### config.mk
export PLATFORM = sky130hd
export DESIGN_NAME = wb_dst_track
export DESIGN_NICKNAME = d
export VERILOG_FILES = /design/src/rtl/wb_dst_track_pkg.sv /design/src/rtl/wb_dst_stage.sv /design/src/rtl/wb_dst_track.sv
export SDC_FILE = /design/constraint.sdc
export NUM_CORES = 1
export LEC_CHECK = 0
export CAP_MARGIN = 40
export CORE_ASPECT_RATIO = 0.7
export CORE_MARGIN = 1
export CORE_UTILIZATION = 60
export CTS_BUF_LIST = sky130_fd_sc_hd__clkbuf_4
export CTS_CLUSTER_SIZE = 20
export DETAILED_ROUTE_END_ITERATION = 10
export DONT_BUFFER_PORTS = 1
export PLACE_DENSITY = 0.76
export SLEW_MARGIN = 20
export SYNTH_ARGS = -nofsm -noshare
export SYNTH_HDL_FRONTEND = slang
export SYNTH_SLANG_ARGS = --single-unit
export TNS_END_PERCENT = 100
### constraint.sdc
create_clock -name clk -period 5.4 [get_ports clk]
set_input_delay 0.81 -clock clk [delete_from_list [all_inputs] [get_ports clk]]
set_output_delay 0.81 -clock clk [all_outputs]
set_load 0.05 [all_outputs]
### src/rtl/wb_dst_track_pkg.sv
// Shared types and constants for the write-destination tracker.
// Stage records carry {we, rn, load} from ID through WB.
package wb_dst_track_pkg;

    localparam logic [4:0] REG_ZERO        = 5'd0;
    localparam int         RN_W            = 5;
    localparam int         STAGE_W         = RN_W + 2;
    localparam int         STALL_CNT_W_DEF = 16;

    typedef struct packed {
        logic            we;
        logic [RN_W-1:0] rn;
        logic            load;
    } stage_t;

    localparam stage_t STAGE_BUBBLE = '{we: 1'b0, rn: REG_ZERO, load: 1'b0};

    // True when a source operand is actually read and names the given register.
    function automatic logic src_hit(
        input logic            uses,
        input logic [RN_W-1:0] src_rn,
        input logic [RN_W-1:0] dst_rn
    );
        return uses & (src_rn == dst_rn);
    endfunction

endpackage

### src/rtl/wb_dst_stage.sv
// One pipeline stage record {we, rn, load}.
// Priority: rst > cls (hold) > clr (bubble) > load d.
module wb_dst_stage
    import wb_dst_track_pkg::*;
(
    input  logic   clk,
    input  logic   rst,
    input  logic   clr,
    input  logic   cls,
    input  stage_t d,
    output stage_t q
);

    stage_t rec_q;
    stage_t rec_d;

    always_comb begin
        rec_d = rec_q;
        if (cls) begin
            rec_d = rec_q;
        end else if (clr) begin
            rec_d = STAGE_BUBBLE;
        end else begin
            rec_d = d;
        end
    end

    always_ff @(posedge clk) begin
        if (rst) begin
            rec_q <= STAGE_BUBBLE;
        end else begin
            rec_q <= rec_d;
        end
    end

    assign q = rec_q;

endmodule

### src/rtl/wb_dst_track.sv
// Write-destination tracker: EX/MEM/WB destination records, forwarding
// producer outputs, load-use hazard detection and stall counter.
module wb_dst_track
    import wb_dst_track_pkg::*;
#(
    parameter int STALL_CNT_W = STALL_CNT_W_DEF
) (
    input  logic                   clk,
    input  logic                   rst,
    input  logic                   pause,
    input  logic                   flush,
    input  logic                   id_we,
    input  logic [4:0]             id_wr_rn,
    input  logic                   id_is_load,
    input  logic [4:0]             id_rs_rn,
    input  logic [4:0]             id_rt_rn,
    input  logic                   id_uses_rs,
    input  logic                   id_uses_rt,
    output logic                   alu_we,
    output logic [4:0]             fw_alu_rn,
    output logic                   mem_We,
    output logic [4:0]             fw_mem_rn,
    output logic                   wb_we,
    output logic [4:0]             wb_rn,
    output logic                   ld_stall,
    output logic [STALL_CNT_W-1:0] stall_cnt
);

    stage_t id_rec;
    stage_t ex_rec;
    stage_t mem_rec;
    stage_t wb_rec;
    logic   hazard;
    logic   ex_clr;

    logic [STALL_CNT_W-1:0] stall_cnt_q;
    logic [STALL_CNT_W-1:0] stall_cnt_d;

    // Writes to r0 are dropped here so downstream stages never see them.
    always_comb begin
        id_rec      = STAGE_BUBBLE;
        id_rec.we   = id_we & (id_wr_rn != REG_ZERO);
        id_rec.rn   = id_wr_rn;
        id_rec.load = id_is_load;
    end

    always_comb begin
        hazard = 1'b0;
        if (ex_rec.we && ex_rec.load) begin
            hazard = src_hit(id_uses_rs, id_rs_rn, ex_rec.rn)
                   | src_hit(id_uses_rt, id_rt_rn, ex_rec.rn);
        end
    end

    assign ex_clr = flush | hazard;

    wb_dst_stage u_ex (
        .clk (clk),
        .rst (rst),
        .clr (ex_clr),
        .cls (pause),
        .d   (id_rec),
        .q   (ex_rec)
    );

    wb_dst_stage u_mem (
        .clk (clk),
        .rst (rst),
        .clr (1'b0),
        .cls (pause),
        .d   (ex_rec),
        .q   (mem_rec)
    );

    wb_dst_stage u_wb (
        .clk (clk),
        .rst (rst),
        .clr (1'b0),
        .cls (pause),
        .d   (mem_rec),
        .q   (wb_rec)
    );

    // Counts only unpaused stall cycles; saturates instead of wrapping.
    always_comb begin
        stall_cnt_d = stall_cnt_q;
        if (hazard && !pause && !(&stall_cnt_q)) begin
            stall_cnt_d = stall_cnt_q + 1'b1;
        end
    end

    always_ff @(posedge clk) begin
        if (rst) begin
            stall_cnt_q <= '0;
        end else begin
            stall_cnt_q <= stall_cnt_d;
        end
    end

    assign alu_we    = ex_rec.we & ~ex_rec.load;
    assign fw_alu_rn = ex_rec.rn;
    assign mem_We    = mem_rec.we;
    assign fw_mem_rn = mem_rec.rn;
    assign wb_we     = wb_rec.we;
    assign wb_rn     = wb_rec.rn;
    assign ld_stall  = hazard;
    assign stall_cnt = stall_cnt_q;

endmodule

; ---- Word-level counts from Yosys, hierarchy flattened
; Cells that the tools add are included.
; Widths: inputs -> output; s select.
[classes]
div_mod_pow = 0
n_shift = 0
add_sub_neg = 1
bitwise = 7
n_lt_le_gt_ge = 0
multipliers = 0
reduce_logical = 7
muxes = 2
n_eq_ne = 2
[ops]
columns = operator, n
row1 = $add 16x1->16 const B, 1
row2 = $reduce_and 16->1, 1
row3 = $eq 5x5->1, 2
row4 = $mux 7, 1
row5 = $reduce_bool 5->1, 1
row6 = $and 1x1->1, 4
row7 = $logic_and 1x1->1, 3
row8 = $logic_not 1->1, 2
row9 = $or 1x1->1, 2
row10 = $mux 1, 1
row11 = $not 1->1, 1
[word_totals]
output_inout_bits = 35
elab_cells = 27
ram_bits = 0
mem_bits_ro = 0
register_bits = 35
memories = 0
latchBits = 0
input_bits = 23

; ---- Depth between registers and ports, before layout
; Gate-level depths: netlist (run 1).
[depth]
word_depth = 6
mapped_depth = 7
ltp_nobuf = 6

; ---- Hierarchy
; A second synthesis (run 1) with hierarchy kept.
[hier_totals]
cells_unflattened = 221
area_unflattened_um2 = 1876.8
[modules_own_cells]
columns = module, area_each_um2, seq_area_each_um2, instances, cells_each
row1 = wb_dst_track, 1032.2, 320.3, 1, 125
row2 = wb_dst_stage, 281.5, 140.1, 3, 32

; ---- Least setup slack after synthesis (run 1)
; No wires, ideal clock.
[synth_timing]
path_kind = input port to output port
from = in id_rs_rn[2]
to = out ld_stall
t_arrival_ns = 1.841
required_ns = 4.590
n_path_buf = 1
cell_stages = 5
path_slack_ns = 2.749
cell_sequence = xnor2_1 > nand4_1 > o22a_1 > clkbuf_1 > inv_1
[synth_between]
elab_chain_cells = 4
[synth_lines]
columns = item, line
row1 = "start, declared", wb_dst_track.sv:15  ; input logic [4:0] id_rs_rn,
row2 = $eq 5x5->1, wb_dst_track_pkg.sv:24  ; return uses & (src_rn == dst_rn);
row3 = $and 1x1->1, wb_dst_track_pkg.sv:24
row4 = $or 1x1->1, wb_dst_track.sv:51  ; | src_hit(id_uses_rt, id_rt_rn, ex_rec.rn);
row5 = $mux 1, wb_dst_track.sv:49  ; if (ex_rec.we && ex_rec.load) begin
row6 = "end, declared", wb_dst_track.sv:25  ; output logic ld_stall,
; Every way passes these cells.

; ---- Worst setup path after layout (run 1)
[layout_timing]
from = reg u_ex.rec_q, in the netlist u_ex.q[2]
to = out ld_stall
[layout_between]
elab_chain_cells = 4
[layout_lines]
columns = item, line
row1 = "start, declared", wb_dst_stage.sv:14  ; stage_t rec_q;
row2 = "start signal, assigned", wb_dst_stage.sv:32  ; rec_q <= rec_d;
row3 = $eq 5x5->1, wb_dst_track_pkg.sv:24
row4 = $and 1x1->1, wb_dst_track_pkg.sv:24
row5 = $or 1x1->1 (*), wb_dst_track.sv:51
row6 = $mux 1 (*), wb_dst_track.sv:49
; Every way passes the cells marked *; elsewhere a longest branch is shown, timed or not.

==> results.yml, run 1 <==
timing:
  period_share: 0.5724
  grt_setup_unrepaired: "false"
  tns_ps: 0
  hold_slack_ps: 510.1
  finalHoldViolations: 0
  period_minus_slack_ps: 3091
  fmax_ghz: 0.3235
  worst_slew_pin_slew_ps: 703.0
  clock_skew_ps: 16.27
  report.final.slew_viol_count: 0
  setup_violations: 0
  max-slew-margin-rel: 0.5307
synthesis:
  synth.net_count: 221
  synth_seq_area_share: 0.3916
  synth.largest_area_cell: "dfxtp_1"
  ys_top_cells_by_area: "dfxtp_1, mux2i_1, nor2_1"
  yosysWarnings: 0
  synth_common_cells: "dfxtp_1, nor2_1, mux2i_1"
  synth_cells: 197
  synth_edf_count: 0
  netlist_area_um2: 1789
  synth-main-ff-cell: "dfxtp_1"
  synth_mux_area_frac: 0.09860
  synth_seq_cells: 35
  synth-adder-area-share: 0.006993
  yosysMostFrequentCell: "dfxtp_1"
  synth_top_area_share: 0.3916
  synth_compound_area_frac: 0.1427
  synth_simple_gate_area_frac: 0.2483
  syn_avg_cell_area_um2: 9.082
  synthXorXnorAreaFrac: 0.04895
  async_flop_share: 0
  synth_cell_types: 41
  synth_top_family_by_area: "simple AND/OR/NAND/NOR gates"
finish:
  multiInputGateArea_um2: 975.9
  syn_to_final_growth_pct: 1.119
  fin_util: 0.6410
  fillers: 256
  n_antenna_cell: 0
  seq_area_um2: 700.7
  drive_gt1_frac: 0.1099
  fin_nets: 214
route:
  routedWlPerCell_um: 17.61
  drtAntennaViolNets: 0
  first_iter_violations: 128
  drcViolationCount: 0
  vias_per_cell: 6.520
  vias: 1480
  dr.pass1.iters: 4
  wirelength_um: 3997
floorplanning:
  initial_core_util: 0.6339
  core_area_um2: 2823
  row_count: 16
  ioPinCount: 58
  die_x_um: 67.27
  fp.dieH_um: 47.69
  fp.dieArea_um2: 3208
critical_path:
  path_class: "flip-flop to output pin"
  setup.worst_path.start_class: "flip-flop"
  cp_data_arrival_time_ps: 2280
  critPathCaptureType: "output pin"
  reg2reg_slack_ps: 2810
  worst_ep_required_time_ps: 4590
  rr_worst_depth: 6
  crit_fanout: 33
grt:
  antenna_found_initial: 0
  grt_usage: 0.2605
  first_global_vias: 1273
  grt_max_degree: 38
  grt_pass1_wl_um: 5982
  grt-ovfl-total: 0
power:
  ir_worst_vdd_mv: 0.1802
  p_leak_nw: 0.6365
  cellPowerDensity_nw_per_um2: 243.9
  finalPower_w: 0.0004412
clock_network:
  clk_pin_slew_ps: 110
  clock_path_buffers: 2
  worstSkewPairLatency_ps: 350
  cts_buffers: 5
  cts_tree: "done"
  post_cts_buffers: 0
  clock_sinks: 35
  hold_buffers: 0
  cts-root-buf: "clkbuf_4"
  htreeDepth: 2
  cts_resized: 0
status:
  outcome: "completed"
job:
  max-cap-violations: 0
placement:
  port_buffers: 0
  gp_congestion: 0.8253
  place_hpwl_um: 2700
min_path:
  min_path_cells: 1
  holdCritPathClass: "input pin to flip-flop"
power by group:
part | internal, W | switching (W)
sequential | 0.000261 | 0.0000137
combinational | 0.0000104 | 0.00000772
clock | 0.0000607 | 0.0000874
total | 0.000332 | 0.000109
per-layer routing:
metal,track usage,routed length [µm],vias to the layer above
met5,0,0,-
met2,0.3820,1798,65
met1,0.3445,1753,697
met3,0.1000,388,8
met4,0.1149,57,0
li1,-,-,710
metrics by stage:
stage	cell area [µm²]	std cells	setup WS, ps
after floorplan	1789	197	2749
after global routing	1809	227	2214
after global placement	1744	218	2714
after CTS	1809	227	2309
final	1809	227	2309
after detailed placement	1752	219	2674
flip-flops by register name (all words and copies together) (netlist names):
name and cells:
u_ex.q 7, u_mem.q 6, stall_cnt 16, u_wb.q 6
cell families (layout without fill, tap and decap cells):
group	count (synthesis)	after routing
XOR/XNOR	10	10
adder cells (fa/ha/maj)	1	1
AO/OA/AOI/OAI	38	38
AND/OR/NAND/NOR	77	77
buffers and inverters	20	14
multiplexers	16	16
flip-flops	35	35
cell usage in the layout (no fill, tap or decap):
master / synthesis / final
buf_4: 7 / 2
nand4b_1: 1 / 1
mux2_4: 3 / 3
clkinv_2: 0 / 1
or4_1: 4 / 4
nand3_1: 3 / 3
nor4b_1: 1 / 1
nor2b_1: 6 / 6
a21oi_1: 9 / 9
o21ai_0: 9 / 9
a311o_1: 1 / 1
o31ai_1: 3 / 3
a211oi_1: 1 / 1
nor4_1: 5 / 5
xnor2_1: 10 / 10
o41ai_1: 1 / 1
or4_4: 1 / 1
nand4_1: 5 / 5
o22a_1: 1 / 1
nand3_2: 1 / 1
a31oi_1: 2 / 2
and3_1: 2 / 2
nor3_1: 1 / 1
inv_1: 4 / 4
mux2i_1: 12 / 12
a32oi_1: 6 / 6
nor4_2: 3 / 3
o2111ai_1: 2 / 2
o311ai_0: 1 / 1
o31a_1: 1 / 1
nand4_2: 1 / 1
clkbuf_4: 0 / 7
or3_1: 6 / 6
mux2_2: 1 / 1
o21a_1: 1 / 1
dfxtp_1: 35 / 35
ha_1: 1 / 1
nor2_8: 1 / 1
nand2_1: 11 / 11
nor2_1: 25 / 25
layout make-up:
cell class / instances / share of cell area
Multi-Input combinational cell: 142 / 0.5394
Sequential cell: 35 / 0.3873
Clock buffer: 7 / 0.02905
Tap cell: 36 / 0.02490
Timing Repair Buffer: 2 / 0.008299
Inverter: 4 / 0.008299
Clock inverter: 1 / 0.002766
worst max-delay path: stages, from the launching register on:
cell	delay, ps
dfxtp_1	760
xnor2_1	190
nand4_1	120
o22a_1	210
buf_4	230
inv_1	410
path summary, 6_finish.rpt:
check | start | endpoint
worst max-delay path | u_ex.q[2] | ld_stall
worst min-delay path | rst | stall_cnt[4]
worst max register to register | stall_cnt[0] | stall_cnt[13]
worst min register to register | u_ex.q[6] | u_ex.q[6]
(Power assumes the default switching activity.)
==> run 2: changes to the inputs <==
--- a/config.mk
+++ b/config.mk
@@ -8,12 +8,12 @@
 export CAP_MARGIN = 40
 export CORE_ASPECT_RATIO = 0.7
 export CORE_MARGIN = 1
-export CORE_UTILIZATION = 60
+export CORE_UTILIZATION = 59
 export CTS_BUF_LIST = sky130_fd_sc_hd__clkbuf_4
 export CTS_CLUSTER_SIZE = 20
 export DETAILED_ROUTE_END_ITERATION = 10
 export DONT_BUFFER_PORTS = 1
-export PLACE_DENSITY = 0.76
+export PLACE_DENSITY = 0.78
 export SLEW_MARGIN = 20
 export SYNTH_ARGS = -nofsm -noshare
 export SYNTH_HDL_FRONTEND = slang
==> constraint.sdc (replaced) <==
create_clock -name clk -period 2.72 [get_ports clk]
set_input_delay 0.408 -clock clk [delete_from_list [all_inputs] [get_ports clk]]
set_output_delay 0.408 -clock clk [all_outputs]
set_load 0.05 [all_outputs]
==> run 2 against run 1 <==
  * Core utilization grew 3.9 points
  * Register-to-register slack worse by 2300 ps
  * Clock power is 76% higher
  * Power up 92%
  * Design area increased by 6.8%
  * Sequential share of layout area decreased by 2.5 points
  * Flip-flop and latch count unchanged
  * Critical endpoint unchanged
  * Largest cell class unchanged
  * Largest power group unchanged
==> results.yml, run 2 (synthesis gave the netlist of run 1 again) <==
timing:
  fin_ws_ps: 442.9
  fmax_ghz: 0.4391
  clock_skew_ps: 7.151
  tns_ps: 0
  grt_setup_unrepaired: "false"
  worst_slew_pin_slew_ps: 643.4
  period_minus_slack_ps: 2277
  finalHoldViolations: 0
  period_share: 0.8372
  max-slew-margin-rel: 0.5705
  setup_violations: 0
  report.final.slew_viol_count: 0
  hold_slack_ps: 126.0
clock_network:
  clock_sinks: 35
  hold_buffers: 0
  cts_resized: 0
  post_cts_buffers: 0
  worstSkewPairLatency_ps: 340
  clk_pin_slew_ps: 100
  cts-root-buf: "clkbuf_4"
  cts_tree: "done"
  clock_path_buffers: 2
  cts_buffers: 5
  htreeDepth: 2
finish:
  mostFrequentLayoutCell: "dfxtp_1"
  fin_nets: 232
  n_antenna_cell: 0
  syn_to_final_growth_pct: 8.042
  final_cell_mix: "dfxtp_1, nor2_1, buf_4"
  fin_util: 0.6800
  drive_gt1_frac: 0.1779
  largest_reg_flops: 16
route:
  vias: 1534
  vias_per_cell: 6.287
  dr.pass1.iters: 4
  first_iter_violations: 78
  drcViolationCount: 0
  drtAntennaViolNets: 0
  routedWlPerCell_um: 16.30
  wirelength_um: 3977
floorplanning:
  fp.dieH_um: 48.08
  initial_core_util: 0.6294
  fp.dieArea_um2: 3260
  die_x_um: 67.82
  ioPinCount: 58
  core_area_um2: 2843
  row_count: 16
power:
  cellPowerDensity_nw_per_um2: 437.2
  p_leak_nw: 0.7266
  ir_worst_vdd_mv: 0.3886
grt:
  first_global_vias: 1254
  grt_pass1_wl_um: 5823
  antenna_found_initial: 0
  grt_usage: 0.2539
  grt_max_degree: 38
  grt-ovfl-total: 0
placement:
  port_buffers: 0
  gp_congestion: 0.8689
  place_hpwl_um: 2826
  post-place-ws_ps: 575.9
critical_path:
  r2r-start: "u_ex.q[3]"
  critPathCaptureType: "output pin"
  slowest_delay_ps: 440
  cp_top_family: "flip-flops"
  worst_ep_required_time_ps: 2310
  path_class: "flip-flop to output pin"
  cp_cell_sequence: "xnor2_1, nand4_1, o22a_1, inv_1, buf_4"
  critPathSlowestCell: "dfxtp_1"
  setup.worst_path.start_class: "flip-flop"
  crit_fanout: 17
  cp_data_arrival_time_ps: 1870
  critPathBufInv: 2
  crit_start: "u_ex.q[3]"
status:
  outcome: "completed"
job:
  max-cap-violations: 0
min_path:
  hold_start: "rst"
  holdCritPathClass: "input pin to flip-flop"
## run 2: cell count changes in the layout (fill, tap and decap cells not counted), sizes merged
cell and change:
buf +18, clkbuf -2, clkinv +1
## run 2: through the flow
stage	cells	power, W	cell area (µm²)
5_1_grt	244	0.0008708	1933
2_1_floorplan	197	0.0006047	1789
3_3_place_gp	237	0.0005955	1887
4_1_cts	244	0.0008515	1933
3_5_place_dp	237	0.0005972	1887
6_report	244	0.0008451	1933
## run 2: cell type report
| type | count | area [µm²] |
|---|---|---|
| fill | 225 | 909.6 |
| multi-input combinational | 142 | 975.9 |
| clock buffer | 5 | 37.54 |
| sequential | 35 | 700.7 |
| clock inverter | 2 | 8.758 |
| tap | 36 | 45.04 |
| inverter | 4 | 15.01 |
| timing repair buffer | 20 | 150.1 |
## run 2: report_power, final
group | leakage [nW] | internal (W) | switching (W)
clock | 0.0285 | 0.0000915 | 0.000168
sequential | 0.283 | 0.000519 | 0.0000159
combinational | 0.415 | 0.0000241 | 0.0000269
## run 2: layer usage
| metal | vias up | share of wire | GRT usage |
|---|---|---|---|
| met5 | - | 0 | 0 |
| met4 | 0 | 0.012 | 0.1083 |
| met3 | 7 | 0.11 | 0.1143 |
| met2 | 67 | 0.45 | 0.3703 |
| met1 | 716 | 0.44 | 0.3271 |
| li1 | 744 | - | - |
## run 2: worst paths after layout
check | to | slack (ps) | depth (start not counted)
setup reg to reg | stall_cnt[15] | 540 | 6
setup / recovery | ld_stall | 440 | 5
hold reg to reg | u_ex.q[6] | 530 | 2
hold / removal | stall_cnt[4] | 130 | 1
## run 2: worst reg2reg max path, delay by kind of cell (launching register included)
kind            cells  cell delay [ps]
mux                 1              360
flops               1              440
simple gates        2              420
xor+xnor            1              150
buf+inv             1              290
compound gates      1              400
